[config.mk]
export PLATFORM = sky130hd
export DESIGN_NAME = mem_editor_ctrl
export DESIGN_NICKNAME = d
export VERILOG_FILES = /design/src/rtl/mem_editor_ctrl_pkg.sv /design/src/rtl/mem_editor_ctrl_addr_step.sv /design/src/rtl/mem_editor_ctrl.sv
export SDC_FILE = /design/constraint.sdc
export NUM_CORES = 1
export LEC_CHECK = 0
export BUFFER_PORTS_ARGS = -buffer_cell sky130_fd_sc_hd__buf_4
export CORE_UTILIZATION = 25
export CTS_BUF_LIST = sky130_fd_sc_hd__clkbuf_4
export DETAILED_ROUTE_END_ITERATION = 8
export REMOVE_ABC_BUFFERS = 1
export SYNTH_ARGS = -nofsm -noshare
export SYNTH_HDL_FRONTEND = slang
export SYNTH_HIERARCHICAL = 1
export SYNTH_SLANG_ARGS = --single-unit
[constraint.sdc]
create_clock -name clk -period 6.8 [get_ports clk]
set_input_delay 0.68 -clock clk [delete_from_list [all_inputs] [get_ports clk]]
set_output_delay 0.68 -clock clk [all_outputs]
set_load 0.005 [all_outputs]
[src/rtl/mem_editor_ctrl_pkg.sv]
// mem_editor_ctrl_pkg: shared widths, memory depth and controller state encoding
package mem_editor_ctrl_pkg;
  localparam int DEF_ADDR_W = 10;
  localparam int DEF_DATA_W = 8;
  localparam int MEM_DEPTH = 1 << DEF_ADDR_W;
  typedef enum logic [1:0] {IDLE, WR, RD, CAP} state_t;
endpackage

[src/rtl/mem_editor_ctrl_addr_step.sv]
// mem_editor_ctrl_addr_step: wrapping +1/-1 address stepper shared by navigation and auto-increment
module mem_editor_ctrl_addr_step
  import mem_editor_ctrl_pkg::*;
#(
  parameter int ADDR_W = DEF_ADDR_W
) (
  input  logic [ADDR_W-1:0] ram_addr,
  input  logic              inc,
  input  logic              dec,
  output logic [ADDR_W-1:0] next_addr
);
  assign next_addr = ram_addr + ADDR_W'(inc) - ADDR_W'(dec);
endmodule

[src/rtl/mem_editor_ctrl.sv]
// mem_editor_ctrl: turns button pulses and switches into RAM write/read cycles and latches the displayed byte
module mem_editor_ctrl
  import mem_editor_ctrl_pkg::*;
#(
  parameter int ADDR_W = DEF_ADDR_W,
  parameter int DATA_W = DEF_DATA_W
) (
  input  logic              clk,
  input  logic              rst,
  input  logic [DATA_W-1:0] sw,
  input  logic              auto_inc,
  input  logic              p_load,
  input  logic              p_write,
  input  logic              p_next,
  input  logic              p_prev,
  input  logic [DATA_W-1:0] ram_q,
  output logic              ram_we,
  output logic [ADDR_W-1:0] ram_addr,
  output logic [DATA_W-1:0] ram_data,
  output logic [DATA_W-1:0] disp_data,
  output logic              busy
);
  state_t r_state, w_state;
  logic r_we, w_we;
  logic [ADDR_W-1:0] r_addr, w_addr, w_step, w_ld_addr;
  logic [DATA_W-1:0] r_data, w_data, r_disp, w_disp;
  logic w_inc, w_dec, w_nav;
  assign w_ld_addr = ADDR_W'(sw);
  assign w_nav = (r_state == IDLE) && !p_load && !p_write;
  assign w_inc = (r_state == WR) ? auto_inc : (w_nav && p_next);
  assign w_dec = w_nav && !p_next && p_prev;
  mem_editor_ctrl_addr_step #(.ADDR_W(ADDR_W)) u_step (
    .ram_addr (r_addr),
    .inc      (w_inc),
    .dec      (w_dec),
    .next_addr(w_step)
  );
  always_comb begin
    w_state = r_state;
    w_we = 1'b0;
    w_addr = r_addr;
    w_data = r_data;
    w_disp = r_disp;
    case (r_state)
      IDLE: begin
        if (p_load) begin
          w_addr = w_ld_addr;
          w_state = RD;
        end else if (p_write) begin
          w_we = 1'b1;
          w_data = sw;
          w_state = WR;
        end else if (p_next || p_prev) begin
          w_addr = w_step;
          w_state = RD;
        end
      end
      WR: begin
        w_addr = w_step;
        w_state = auto_inc ? RD : CAP;
      end
      RD: w_state = CAP;
      default: begin
        w_disp = ram_q;
        w_state = IDLE;
      end
    endcase
  end
  always_ff @(posedge clk) begin
    if (rst) begin
      r_state <= RD;
      r_we <= 1'b0;
      r_addr <= '0;
      r_data <= '0;
      r_disp <= '0;
    end else begin
      r_state <= w_state;
      r_we <= w_we;
      r_addr <= w_addr;
      r_data <= w_data;
      r_disp <= w_disp;
    end
  end
  // gating with rst keeps a write whose commit edge meets reset out of the RAM
  assign ram_we = r_we && !rst;
  assign ram_addr = r_addr;
  assign ram_data = r_data;
  assign disp_data = r_disp;
  assign busy = (r_state != IDLE);
endmodule

==> results by group <==
Synth
  • Seq/Total Area, Yosys: 0.323
  • Post-synthesis register bit count: 29
  • Post-synth top area cell: dfxtp_1
  • Fraction of registers with async set/reset: 0
  • Top cell type's share of synthesized area: 0.323
  • Yosys cell types: 39
  • Dominant register cell in the synthesized netlist: dfxtp_1
  • Yosys warns: 6
  • Synth top area cells: dfxtp_1 32%, mux2i_1 13%, ha_1 10%, nor2_1 6.7%, a211oi_2 5.6%
  • Post-synth EDFFs: 0
  • Syn_area_per_cell: 9.46 µm²
  • Mapped Cells: 190
  • Synth Cell Area: 0.00180 mm²

Clocking
  • # hold bufs at CTS: 0
  • Post-CTS sizing: 0
  • TritonCTS Buffers: 5
  • Maximum clock path buffer count: 2
  • CTS tree: done
  • Clock transition at the registers of the reported paths: 0.10 ns
  • Root buffer cell: clkbuf_4
  • Clk_lat worst skew: 0.33 ns
  • Setup Fix Bufs, Post-CTS: 0
  • H-tree levels: 2
  • Clk sink count: 29

Floorplan
  • Core Area: 0.00687 mm²
  • Rows: 30
  • Top Ports: 51
  • Die footprint: 0.00753 mm²
  • Initial Util: 0.262
  • Die extent in y: 86.8 µm
  • Die X: 86.8 µm

Worst setup path
  • Critical Path, Cell by Cell: inv_1 > ha_1 > inv_1 > nor3_1 > nand2_1 > o21ai_0 > inv_1 > ha_1 > inv_1 > ha_1 > inv_1 > fa_1 > nor2b_4 > o2111ai_1 > nand3_1 > nor2_1 > xnor2_1 > mux2i_1 > a211oi_2
  • WP data required: 7.07 ns
  • Worst setup SP type: flop
  • Slowest stage delay, CP: 0.43 ns
  • Peak fanout along the critical path: 4
  • FF-to-FF path depth: 19
  • Worst EP arrival: 3.53 ns
  • CP delay by family, top: adder cells
  • Crit-path slowest cell: fa_1
  • R2R Setup Slk: 3.54 ns
  • Worst r2r src: r_state[0]
  • Reg2reg end: ram_addr[6]
  • Worst path bufs/invs: 5
  • WS Path Type: reg -> reg
  • Top cell by count, worst path: inv_1
  • Setup crit start: r_state[0]
  • Critical path depth in cells: 19
  • CP endpoint kind: flop
  • Critical path endpoint: ram_addr[6]

Timing
  • Setup ws final: 3.54 ns
  • Worst slew margin relative to its limit: 0.517
  • Maximum clock frequency: 0.307 GHz
  • Fin crit share: 0.479
  • Final setup vio count: 0
  • Max Slew Vio Count: 0
  • Fin Setup TNS: 0 ns
  • Skew final: 0.0173 ns
  • Worst-margin pin slew: 0.725 ns
  • Final hold slack: 0.504 ns
  • Final worst path period need: 3.26 ns
  • Unrepaired setup endpoints after global routing: no
  • Final hold violations: 0

Flow run
  • Max-Cap Viols: 0

Finish
  • Area Overhead vs Synth: 29.0%
  • Final Net Count: 278
  • Layout cells sized above 1: 0.325
  • # diodes: 0
  • Finished Layout Cells: 336

Route
  • Routed length per placed instance: 11.4 µm
  • DR DRC count: 0
  • Post-Route WL: 3.83 mm
  • Via count: 1428
  • Avg Vias per Cell: 4.25
  • 1st-iter DRT viols: 63
  • Detail Route Antenna Nets: 0
  • Initial DRT Pass Iterations: 4

Worst hold path
  • Hold Path Class: reg -> reg

Global route
  • Largest net degree at the start of global routing: 31
  • First-pass GRT wire length: 6.56 mm
  • Aggregate global-route resource usage: 0.113
  • Antenna violations before repair: 0
  • GRT overflow: 0
  • Vias in the first global route: 1391

Placed design
  • HPWL after DPL: 2.89 mm
  • Routability congestion estimate: 0.831
  • DP Worst Slack: 3.53 ns
  • I/O Buffers: 50
  • Placed cell count: 328

Power and ir drop
  • Peak supply drop: 0.000217 V
  • LEAKAGE: 1.08 nW
  • PwrDens: 501 mW/mm²
  • Pwr Total: 1.16 mW

Status
  • Status: complete, no violations
-- logic make-up after synthesis --
kind of cell / count (synthesis) / synth area share
AOI/OAI and AO/OA: 30 / 0.168
xor gates and xnor gates: 9 / 0.0439
adders and majority gates: 16 / 0.116
buffers and inverters: 27 / 0.0696
DFF: 29 / 0.323
muxes: 24 / 0.134
and+or+nand+nor: 55 / 0.146
-- cell usage in the layout (no fill, tap or decap), types with 2 or more instances in the layout --
cell type	Yosys	layout
buf_4	2	50
nor2_1	32	32
dfxtp_1	29	29
mux2i_1	24	24
inv_1	18	18
ha_1	15	15
a211oi_2	8	8
xnor2_1	8	8
clkbuf_4	0	6
nand2_1	5	5
nand3_1	5	5
a21oi_1	5	5
a21oi_2	4	4
nand2b_1	3	3
a21o_1	3	3
nor3_1	2	2
nand3_2	2	2
-- state kept, by name, indices dropped and copies added, names as in the netlist --
name       flops
disp_data      8
r_we           1
ram_addr      10
ram_data       8
r_state        2
-- how the worst min path moves through the flow --
stage | cells past startpoint | end | startpoint
4_1_cts | 2 | ram_data[0] | ram_data[0]
5_1_grt | 2 | ram_data[1] | ram_data[1]
2_1_floorplan | 2 | r_state[0] | r_state[0]
3_5_place_dp | 2 | ram_data[0] | ram_data[0]
6_report | 2 | r_state[0] | r_state[0]
3_3_place_gp | 2 | disp_data[6] | disp_data[6]
-- stage by stage --
| stage | instance area (µm²) | utilization |
|---|---|---|
| detailed placement | 2240 | 0.326 |
| floorplan | 1740 | - |
| global route | 2320 | 0.337 |
| global placement | 2240 | 0.326 |
| finish | 2320 | 0.337 |
| CTS | 2320 | 0.337 |
-- worst reg2reg max path, delay by kind of cell, from the launching register on --
| family | cells | cell delay [ns] |
|---|---|---|
| and+or+nand+nor | 5 | 0.66 |
| muxes | 1 | 0.10 |
| xor gates and xnor gates | 1 | 0.15 |
| AOI/OAI and AO/OA | 3 | 0.47 |
| DFF | 1 | 0.35 |
| buffers and inverters | 5 | 0.37 |
| adders and majority gates | 4 | 1.12 |
-- cell usage after synthesis (3+ instances only) --
| cell | count |
|---|---|
| nor2_1 | 32 |
| dfxtp_1 | 29 |
| mux2i_1 | 24 |
| inv_1 | 18 |
| ha_1 | 15 |
| a211oi_2 | 8 |
| xnor2_1 | 8 |
| a21oi_1 | 5 |
| nand2_1 | 5 |
| nand3_1 | 5 |
| a21oi_2 | 4 |
| a21o_1 | 3 |
| nand2b_1 | 3 |
-- power by group --
| part | internal, mW | leakage (nW) | total [mW] | switching [mW] |
|---|---|---|---|---|
| clock network | 0.0805 | 0.0433 | 0.144 | 0.0636 |
| registers | 0.217 | 0.237 | 0.262 | 0.0444 |
| logic | 0.381 | 0.803 | 0.755 | 0.374 |
| total | 0.679 | 1.08 | 1.16 | 0.482 |
-- area by class of cell --
class                   instances  area [µm²]
clock buffers                   6        45.0
clock inverters                 2        33.8
fillers                       715        4550
inverters                      19        71.3
multi-input cells             134        1090
flip-flops and latches         29         581
well taps                      96         120
repair buffers                 50         375
-- layer usage --
layer  up-vias  GRT usage  part of all wire  wire length [µm]
met2        32      0.180              0.44              1700
met4         0     0.0333             0.010                40
met3         6     0.0457             0.055               211
met5         -          0                 0                 0
li1        744          -                 -                 -
met1       646      0.142              0.49              1880
Power figures use the tool's default switching activity.
